[config.mk]
export PLATFORM = sky130hd
export DESIGN_NAME = alu_nibble_sequencer
export DESIGN_NICKNAME = d
export VERILOG_FILES = /design/src/rtl/alu_seq_pkg.sv /design/src/rtl/alu_nibble_sequencer.sv
export SDC_FILE = /design/constraint.sdc
export NUM_CORES = 1
export LEC_CHECK = 0
export CORE_MARGIN = 2
export CORE_UTILIZATION = 45
export DETAILED_ROUTE_END_ITERATION = 12
export GPL_TIMING_DRIVEN = 0
export PLACE_DENSITY = 0.73
export SKIP_LAST_GASP = 1
export SLEW_MARGIN = 0
export SYNTH_ARGS = -nofsm -noshare
export SYNTH_HDL_FRONTEND = slang
export SYNTH_SLANG_ARGS = --single-unit
[constraint.sdc]
create_clock -name clk -period 2.63 [get_ports clk]
set_input_delay 0.526 -clock clk [delete_from_list [all_inputs] [get_ports clk]]
set_output_delay 0.526 -clock clk [all_outputs]
set_load 0.02 [all_outputs]
[src/rtl/alu_seq_pkg.sv]
// Shared definitions for the nibble-serial ALU sequencer: request opcodes,
// ALU control encodings and the sequencer FSM state encoding.
package alu_seq_pkg;

    typedef enum logic [1:0] {
        OP_ADD  = 2'b00,
        OP_SUB  = 2'b01,
        OP_CMP  = 2'b10,
        OP_RSVD = 2'b11
    } op_t;

    localparam logic [2:0] ALU_PASS = 3'b000;
    localparam logic [2:0] ALU_ADD  = 3'b001;
    localparam logic [2:0] ALU_SUB  = 3'b010;

    typedef enum logic [1:0] {
        ST_IDLE = 2'b00,
        ST_RUN  = 2'b01,
        ST_RESP = 2'b10
    } state_t;

endpackage

[src/rtl/alu_nibble_sequencer.sv]
// Initiator-side controller for an external combinational 4-bit ALU.
// Accepts wide ADD/SUB/CMP requests, walks them through the ALU one nibble
// per clock (LSB first, carry/borrow chained), and returns the assembled
// result and flags over a valid/ready response handshake.
module alu_nibble_sequencer
    import alu_seq_pkg::*;
#(
    parameter int NIBBLES = 4
) (
    input  logic                   clk,
    input  logic                   rst_n,
    input  logic                   req_valid,
    output logic                   req_ready,
    input  logic [1:0]             req_op,
    input  logic [4*NIBBLES-1:0]   req_a,
    input  logic [4*NIBBLES-1:0]   req_b,
    input  logic                   req_cin,
    output logic                   rsp_valid,
    input  logic                   rsp_ready,
    output logic [4*NIBBLES-1:0]   rsp_result,
    output logic                   rsp_cout,
    output logic                   rsp_lt,
    output logic                   rsp_eq,
    output logic                   rsp_gt,
    output logic                   rsp_err,
    output logic [3:0]             alu_a,
    output logic [3:0]             alu_b,
    output logic [2:0]             alu_control,
    output logic                   alu_c_in,
    output logic                   alu_b_in,
    input  logic [3:0]             alu_c,
    input  logic                   alu_c_out,
    input  logic                   alu_b_out
);

    localparam int W     = 4 * NIBBLES;
    localparam int IDX_W = (NIBBLES > 1) ? $clog2(NIBBLES) : 1;
    localparam logic [IDX_W-1:0] LAST_IDX = IDX_W'(NIBBLES - 1);

    state_t             state_q, state_d;
    op_t                op_q;
    logic [W-1:0]       a_q, b_q, result_q, res_next;
    logic [IDX_W-1:0]   idx_q;
    logic               chain_q, chain_next;
    logic               is_cmp, lt_raw, eq_raw;

    // State register.
    // NOTE: sequential state is written with non-blocking assignments so every
    // flop samples pre-edge values regardless of block ordering.
    always_ff @(posedge clk or negedge rst_n) begin
        if (!rst_n) state_q <= ST_IDLE;
        else        state_q <= state_d;
    end

    // Next-state decode.
    // NOTE: every always_comb output gets a default first so no path leaves a
    // value unassigned, which would infer a latch.
    always_comb begin
        state_d = state_q;
        case (state_q)
            ST_IDLE: if (req_valid)
                         state_d = (op_t'(req_op) == OP_RSVD) ? ST_RESP : ST_RUN;
            ST_RUN:  if (idx_q == LAST_IDX) state_d = ST_RESP;
            ST_RESP: if (rsp_ready) state_d = ST_IDLE;
            default: state_d = ST_IDLE;
        endcase
    end

    // Handshake and ALU drive; the ALU sees idle inputs outside RUN.
    always_comb begin
        req_ready   = (state_q == ST_IDLE) && rst_n;
        rsp_valid   = (state_q == ST_RESP);
        alu_a       = 4'h0;
        alu_b       = 4'h0;
        alu_control = ALU_PASS;
        alu_c_in    = 1'b0;
        alu_b_in    = 1'b0;
        if (state_q == ST_RUN) begin
            alu_a = a_q[{idx_q, 2'b00} +: 4];
            alu_b = b_q[{idx_q, 2'b00} +: 4];
            if (op_q == OP_ADD) begin
                alu_control = ALU_ADD;
                alu_c_in    = chain_q;
            end else begin
                alu_control = ALU_SUB;
                alu_b_in    = chain_q;
            end
        end
    end

    // Result with the current ALU nibble merged in, plus the outgoing chain bit
    // and CMP flags as they will stand after this RUN edge.
    always_comb begin
        res_next                      = result_q;
        res_next[{idx_q, 2'b00} +: 4] = alu_c;
        chain_next = (op_q == OP_ADD) ? alu_c_out : alu_b_out;
        is_cmp     = (op_q == OP_CMP);
        lt_raw     = chain_next;
        eq_raw     = (res_next == '0);
    end

    // Operand capture, nibble accumulation and response registers.
    always_ff @(posedge clk or negedge rst_n) begin
        if (!rst_n) begin
            op_q       <= OP_ADD;
            a_q        <= '0;
            b_q        <= '0;
            result_q   <= '0;
            idx_q      <= '0;
            chain_q    <= 1'b0;
            rsp_result <= '0;
            rsp_cout   <= 1'b0;
            rsp_lt     <= 1'b0;
            rsp_eq     <= 1'b0;
            rsp_gt     <= 1'b0;
            rsp_err    <= 1'b0;
        end else begin
            case (state_q)
                ST_IDLE: if (req_valid) begin
                    op_q     <= op_t'(req_op);
                    a_q      <= req_a;
                    b_q      <= req_b;
                    chain_q  <= (op_t'(req_op) == OP_CMP) ? 1'b0 : req_cin;
                    idx_q    <= '0;
                    result_q <= '0;
                    if (op_t'(req_op) == OP_RSVD) begin
                        rsp_result <= '0;
                        rsp_cout   <= 1'b0;
                        rsp_lt     <= 1'b0;
                        rsp_eq     <= 1'b0;
                        rsp_gt     <= 1'b0;
                        rsp_err    <= 1'b1;
                    end
                end
                ST_RUN: begin
                    result_q <= res_next;
                    chain_q  <= chain_next;
                    idx_q    <= idx_q + IDX_W'(1);
                    if (idx_q == LAST_IDX) begin
                        rsp_result <= res_next;
                        rsp_cout   <= chain_next;
                        rsp_lt     <= is_cmp && lt_raw;
                        rsp_eq     <= is_cmp && eq_raw;
                        rsp_gt     <= is_cmp && !lt_raw && !eq_raw;
                        rsp_err    <= 1'b0;
                    end
                end
                default: ;
            endcase
        end
    end

endmodule

==> flow_summary.ini, run 1 <==
[status]
outcome = complete, no violations

[worst_setup_path]
arrival_ns = 2.79
startpoint_type = register
r2r_cells = 9
critPathMaxFanout = 9
rr_endpoint = rsp_eq$_DFFE_PN0P_
cp.required_ns = 2.92
reg2reg_slack_ns = 0.12
end_kind = register
path_class = reg2reg
rr_startpoint = idx_q[1]$_DFFE_PN0P_

[synthesis]
synth_top_area_share_pct = 52.3
yosys_warnings = 0
netlist_instances = 308
synth_simple_gate_area_share_pct = 13.3
synthMuxAreaShare_pct = 16.8
ys_ff_latch = 76
synthXorXnorAreaFrac_pct = 0
synth_compound_area_share_pct = 12.1
syn-num-nets = 359
synthTopCellsByArea = dfrtp_1 52%, mux2_2 11%, mux4_1 5.1%
synth_top_cell_by_area = dfrtp_1
ys_seq_area_share_pct = 52.3
synth_most_common_cell = dfrtp_1
syn_area_sq_um = 3640
synth_fa_ha_area_share_pct = 2.06
synth_top_family_by_area = multiplexers
synth_edf_count = 0
synth.distinct_cells = 47
synth_common_cells = 76 x dfrtp_1, 35 x mux2_2, 35 x nand2_1
async_reset_ff_share_pct = 100
ys.flop_type = dfrtp_1
syn_area_per_cell_sq_um = 11.8

[detailed_routing]
ant_nets = 0
wl_per_cell_microns = 16.6
wl_met3_microns = 604
wl_met1_microns = 3510
top_layer = met4
vias = 2789
route.detailed.drc = 0
wl_met2_microns = 4230
viasPerCell = 5.48
first_iter_violations = 108
drt-total-wl_microns = 8460
drtPass1Iterations = 5

[sta]
hold_viol = 0
setup_viol = 0
drv_slew = 0
clock.fmax_ghz = 0.399
post-route-period-util_pct = 95.3
rsz0062_at_grt = false
skew_ns = 0.00940
period_needed_ns = 2.51

[clock_network]
cts_hold_buf = 0
numCtsBuffers = 9
path_clk_slew_ns = 0.08
clock_sinks = 76
clock_path_buffers = 2
cts_tree = yes
cts_max_level = 3
ctsRootBufferMaster = clkbuf_8
clock_latency_ns = 0.34

[layout]
nets = 453
fin_cells = 509
drive_gt1_share_pct = 20.4
area_growth_pct = 33.3
final_core_util_pct = 62.4
antennaDiodeCount = 0
nFillCells = 646

[global_route]
grt_pass1_vias = 2825
grt_pass1_wl_microns = 14000
grt_max_degree = 56
grt_remaining_overflow = 0
antenna_found_initial = 0
grt_usage_pct = 20.5

[placement]
place_inst = 490
routabilityCongestion = 0.934
port_buffers = 79
dp_hpwl_microns = 6020

[power_and_ir_drop]
power_density_nw_per_um2 = 1080
p_leak_nw = 2.09
p_total_mw = 5.26
vdd_drop_max_uv = 557

[die]
ioPinCount = 81
core_sq_um = 7770
die_y_microns = 93.9
start_util_pct = 46.8
die_x_microns = 93.9
rows = 32
dieArea_sq_um = 8820

[hold_path]
hp-class = in2async

[job]
cap_violations = 0
-- flip-flops by register name (all words and copies together), names as in the netlist --
signal,flops
chain_q,1
idx_q,2
b_q,16
op_q,2
a_q,16
rsp_cout,1
rsp_lt,1
state_q,2
result_q,16
rsp_eq,1
rsp_gt,1
rsp_result,16
rsp_err,1
-- per-layer routing --
| layer | vias up | global-route usage (%) |
|---|---|---|
| met2 | 111 | 34.3 |
| li1 | 1303 | - |
| met1 | 1355 | 25.7 |
| met5 | - | 0 |
| met4 | 0 | 5.92 |
| met3 | 20 | 6.18 |
-- what timing repair did --
| item | in CTS | in global routing |
|---|---|---|
| endpoints found under the hold margin | 0 | 0 |
| buffers inserted | 0 | 2 |
| gates resized for setup | 16 | 11 |
| setup endpoints to repair | 13 | 7 |
| cloned | 0 | 1 |
-- kinds of logic after synthesis --
| group | Yosys count |
|---|---|
| AND/OR/NAND/NOR | 88 |
| flip-flops | 76 |
| AO/OA/AOI/OAI | 68 |
| buffers and inverters | 25 |
| adder cells (fa/ha/maj) | 6 |
| other | 1 |
| multiplexers | 44 |
-- how the worst max path moves through the flow --
stage	from	to	slack, ns	cells past startpoint
2_1_floorplan	idx_q[1]$_DFFE_PN0P_	rsp_eq$_DFFE_PN0P_	0.38	9
6_report	idx_q[1]$_DFFE_PN0P_	rsp_eq$_DFFE_PN0P_	0.12	9
5_1_grt	state_q[1]$_DFFE_PN0P_	alu_b_in	0.01	5
3_3_place_gp	rst_n	req_ready	-2.44	3
4_1_cts	idx_q[0]$_DFFE_PN0P_	alu_a[1]	-0.16	4
3_5_place_dp	idx_q[1]$_DFFE_PN0P_	rsp_eq$_DFFE_PN0P_	-0.20	9
-- worst max-delay path, stage by stage, from the launching register on --
cell      delay (ns)
dfrtp_1         0.40
clkbuf_4        0.24
inv_1           0.11
ha_1            0.28
buf_2           0.21
mux2_2          0.37
nand3_1         0.08
nand4_1         0.16
nor4_4          0.41
a22o_1          0.19
-- stage by stage --
| stage | setup slack [ns] | area (sq um) | TNS, ns | hold WS [ns] |
|---|---|---|---|---|
| 3_3_place_gp | -2.44 | 4560 | -128.32 | 0.463 |
| 3_5_place_dp | -0.205 | 4580 | -0.373 | 0.446 |
| 4_1_cts | -0.164 | 4750 | -0.164 | 0.0686 |
| 6_report | 0.124 | 4850 | 0 | 0.0291 |
| 2_1_floorplan | 0.382 | 3640 | 0 | 0.230 |
| 5_1_grt | 0.0131 | 4850 | 0 | 0.0153 |
-- layout make-up --
type                    count  area (sq um)  area share (%)
plain buffers              18           103            2.12
clock inverters             6          40.0           0.826
multi-input cells         207          1660            34.3
repair buffers             83           850            17.5
well taps                 102           128            2.63
clock buffers              10           138            2.84
flip-flops and latches     76          1900            39.2
inverters                   7          26.3           0.542
-- power breakdown --
part           leakage (nW)  switching (mW)  internal, mW  total (mW)
clock network        0.0920           0.434         0.366       0.800
logic                  1.03            1.35          1.25        2.60
registers             0.969           0.248          1.61        1.86
total                  2.09            2.04          3.23        5.26
-- layout by cell type, fill, tap and decap left out, types with 4 or more instances in the layout --
cell type / instances
dfrtp_1: 75
clkdlybuf4s50_1: 67
nand2_1: 35
mux2_2: 35
o21ai_0: 24
and2_1: 10
o22ai_1: 10
clkbuf_8: 10
dlygate4sd2_1: 10
inv_1: 7
mux4_1: 7
buf_2: 7
nor2b_1: 7
a22oi_1: 6
ha_1: 6
a21oi_1: 5
nand2b_1: 4
nor2_1: 4
nor3b_1: 4
clkbuf_1: 4
a31oi_2: 4
a22o_1: 4
(Power assumes the default switching activity.)
==> run 2: changes to the inputs <==
CORE_MARGIN = 1.5   (was 2)
PLACE_DENSITY = 0.81   (was 0.73)
==> flow_summary.ini, run 2 (synthesis results as in run 1) <==
[status]
outcome = complete, no violations

[clock_network]
path_clk_slew_ns = 0.08
cts_hold_buf = 0
cts_tree = yes
clock_sinks = 76
cts_max_level = 3
ctsRootBufferMaster = clkbuf_8
clock_latency_ns = 0.35
clock_path_buffers = 2
numCtsBuffers = 9

[detailed_routing]
viasPerCell = 5.51
first_iter_violations = 113
wl_per_cell_microns = 16.7
vias = 2807
drt-total-wl_microns = 8490
ant_nets = 0
route.detailed.drc = 0
drtPass1Iterations = 4

[placement]
dp_hpwl_microns = 6070
place_ws_ns = -0.157
port_buffers = 79
routabilityCongestion = 0.973
place_area_sq_um = 4580

[power_and_ir_drop]
p_total_mw = 5.28
power_density_nw_per_um2 = 1100
p_leak_nw = 2.06
vdd_drop_max_uv = 538

[sta]
setup_viol = 0
setup_ws_ns = 0.0892
rsz0062_at_grt = true
whs_ns = 0.0770
slew-limit-headroom_pct = 65.6
period_needed_ns = 2.54
post-route-period-util_pct = 96.6
clock.fmax_ghz = 0.394
hold_viol = 0
tightest_slew_ns = 0.517
drv_slew = 0
setup_tns_ns = 0
skew_ns = 0.0105

[worst_setup_path]
end_kind = output port
critPathMaxFanout = 10
startpoint_type = register
arrival_ns = 2.01
path_class = reg2out
cp.required_ns = 2.10

[die]
ioPinCount = 81
die_y_microns = 92.9
core_sq_um = 7770
start_util_pct = 46.8
rows = 32
dieArea_sq_um = 8630
die_x_microns = 92.9

[layout]
fin_area_sq_um = 4800
area_growth_pct = 32.0
drive_gt1_share_pct = 18.9
antennaDiodeCount = 0
nets = 453
nFillCells = 645
final_cell_mix = 75 x dfrtp_1, 66 x clkdlybuf4s50_1, 35 x nand2_1, 35 x mux2_2, 24 x o21ai_0
final_common_cell = dfrtp_1

[global_route]
antenna_found_initial = 0
grt_usage_pct = 21.4
grt_remaining_overflow = 0
grt_pass1_vias = 2826
grt_pass1_wl_microns = 14200
grt_max_degree = 54

[job]
cap_violations = 0

[hold_path]
hp-class = in2async
-- run 2: report_power, final --
part	switching [mW]	internal [mW]
Sequential	0.259	1.61
Combinational	1.34	1.23
Clock	0.405	0.440
Total	2.00	3.28
-- run 2: final timing paths --
path	cells after the start	endpoint	start	slack [ns]
hold reg to reg	2	rsp_result[5]$_DFFE_PN0P_	rsp_result[5]$_DFFE_PN0P_	0.48
setup / recovery	4	alu_a[0]	idx_q[0]$_DFFE_PN0P_	0.09
max in group asynchronous	2	idx_q[0]$_DFFE_PN0P_	rst_n	1.98
min in group clk	2	rsp_result[5]$_DFFE_PN0P_	rsp_result[5]$_DFFE_PN0P_	0.48
setup reg to reg	9	rsp_eq$_DFFE_PN0P_	idx_q[1]$_DFFE_PN0P_	0.15
hold / removal	1	rsp_result[10]$_DFFE_PN0P_	rst_n	0.08
-- run 2: layout make-up --
cell class / count / area (sq um) / area share (%)
Timing Repair Buffer: 83 / 820 / 17.1
Clock buffer: 14 / 143 / 2.97
Clock inverter: 2 / 35.0 / 0.730
Inverter: 7 / 26.3 / 0.547
Tap cell: 102 / 128 / 2.66
Sequential cell: 76 / 1900 / 39.7
Buffer: 18 / 103 / 2.14
Multi-Input combinational cell: 207 / 1640 / 34.2
-- run 2: through the flow --
stage	std cells	utilization, %
after global placement	489	58.7
after CTS	506	61.2
after floorplan	308	-
after global routing	509	61.8
after detailed placement	490	59.0
final	509	61.8
-- run 2: layer usage --
metal	global-route usage [%]	up-vias	part of all wire [%]
li1	-	1313	-
met1	27.5	1379	42
met2	34.9	104	50
met3	5.01	11	7.1
met4	8.46	0	1.4
met5	0	-	0
-- run 2: timing repair --
item / 4_1_cts / 5_1_grt
buffers inserted: 0 / 3
endpoints found under the setup margin: 14 / 9
gates resized for setup: 18 / 9
gates cloned: 0 / 0
pin swaps: 0 / 1
-- run 2: worst max-delay path: stages (launching register included) --
cell           delay (ns)
dfrtp_2              0.41
buf_6                0.19
mux4_1               0.57
and2_1               0.18
dlygate4sd2_1        0.32
==> run 3: changes to the inputs <==
TNS_END_PERCENT = 10   (was default)
==> flow_summary.ini, run 3 (synthesis results as in run 1) <==
[global_route]
grt_max_degree = 54
grt_pass1_vias = 2842
grt_pass1_wl_microns = 14200
antenna_found_initial = 0
grt_remaining_overflow = 0
grt_usage_pct = 21.4

[detailed_routing]
drtPass1Iterations = 4
route.detailed.drc = 0
wl_per_cell_microns = 16.6
ant_nets = 0
viasPerCell = 5.48
vias = 2780
drt-total-wl_microns = 8420
first_iter_violations = 111

[placement]
dp_hpwl_microns = 6070
place_area_sq_um = 4580
place_ws_ns = -0.157
routabilityCongestion = 0.973
port_buffers = 79

[sta]
setup_viol = 9
setup_ws_ns = -0.178
period_needed_ns = 2.81
skew_ns = 0.00728
rsz0062_at_grt = true
slew-limit-headroom_pct = 65.5
drv_slew = 0
clock.fmax_ghz = 0.356
setup_tns_ns = -1.32
post-route-period-util_pct = 107
tightest_slew_ns = 0.518
hold_viol = 0

[layout]
antennaDiodeCount = 0
final_common_cell = clkdlybuf4s50_1
area_growth_pct = 31.7
nFillCells = 642
drive_gt1_share_pct = 17.5
final_cell_mix = 76 x clkdlybuf4s50_1, 75 x dfrtp_1, 35 x nand2_1, 35 x mux2_2, 24 x o21ai_0
nets = 451
fin_area_sq_um = 4790

[worst_setup_path]
end_kind = output port
startpoint_type = register
critPathMaxFanout = 10
arrival_ns = 2.28
path_class = reg2out
cp.required_ns = 2.10
reg2reg_slack_ns = 0.07

[power_and_ir_drop]
p_total_mw = 5.32
power_density_nw_per_um2 = 1110
vdd_drop_max_uv = 578
p_leak_nw = 2.03

[clock_network]
clock_latency_ns = 0.35
cts_tree = yes
cts_max_level = 3
numCtsBuffers = 9
path_clk_slew_ns = 0.08
clock_path_buffers = 2
ctsRootBufferMaster = clkbuf_8
clock_sinks = 76
cts_hold_buf = 0

[die]
ioPinCount = 81
die_y_microns = 92.9
rows = 32
dieArea_sq_um = 8630
die_x_microns = 92.9
start_util_pct = 46.8
core_sq_um = 7770

[job]
cap_violations = 0

[status]
violations = setup timing
outcome = complete, but fails checks

[hold_path]
hp-class = in2async
## run 3: cell types whose count changed in the layout (fill, tap and decap cells not counted), sizes merged
cell | previous run | this run
clkdlybuf4s50 | 66 | 76
dlymetal6s2s | 0 | 1
clkbuf | 23 | 22
buf | 15 | 13
dlygate4sd2 | 11 | 1
## run 3: timing repair
| action | 4_1_cts | 5_1_grt |
|---|---|---|
| buffers inserted | 0 | 1 |
| resized for setup | 4 | 9 |
| pin swaps | 0 | 1 |
| endpoints found under the setup margin | 14 | 23 |
## run 3: cell type report
type | instances | area, sq um | area share, %
buffer | 18 | 103 | 2.14
clock buffer | 14 | 143 | 2.98
clock inverter | 2 | 35.0 | 0.731
inverter | 7 | 26.3 | 0.548
multi-input combinational | 207 | 1630 | 34.0
sequential | 76 | 1900 | 39.7
tap | 102 | 128 | 2.66
timing repair buffer | 81 | 825 | 17.2
## run 3: routing by layer
layer / GRT usage [%] / vias up / wire length [microns] / part of all wire [%]
met3: 5.01 / 14 / 582 / 6.9
met5: 0 / - / 0 / 0
met1: 27.7 / 1364 / 3500 / 42
met2: 34.8 / 97 / 4180 / 50
met4: 8.59 / 0 / 157 / 1.9
li1: - / 1305 / - / -
## run 3: power breakdown
| group | total (mW) | internal (mW) | switching [mW] |
|---|---|---|---|
| Clock | 0.843 | 0.439 | 0.404 |
| Combinational | 2.60 | 1.28 | 1.32 |
| Sequential | 1.87 | 1.61 | 0.264 |
## run 3: through the flow
step / hold WS [ns] / cells / utilization, %
final: 0.0777 / 507 / 61.7
after CTS: 0.0792 / 506 / 61.3
after detailed placement: 0.460 / 490 / 59.0
after global placement: 0.460 / 489 / 58.7
after floorplan: 0.230 / 308 / -
after global routing: 0.0961 / 507 / 61.7
## run 3: final timing paths
check,start,end,cells past startpoint
worst max-delay path,idx_q[0]$_DFFE_PN0P_,alu_b[0],4
max in group asynchronous,rst_n,idx_q[0]$_DFFE_PN0P_,2
worst min register to register,rsp_result[5]$_DFFE_PN0P_,rsp_result[5]$_DFFE_PN0P_,2
min in group clk,rsp_result[5]$_DFFE_PN0P_,rsp_result[5]$_DFFE_PN0P_,2
worst min-delay path,rst_n,rsp_result[10]$_DFFE_PN0P_,1
worst max register to register,idx_q[0]$_DFFE_PN0P_,rsp_eq$_DFFE_PN0P_,9
## run 3: critical path: stages (launching register included)
cell and delay, ns:
dfrtp_2 0.45, buf_6 0.20, mux4_1 0.57, and2_1 0.18, clkdlybuf4s50_1 0.54
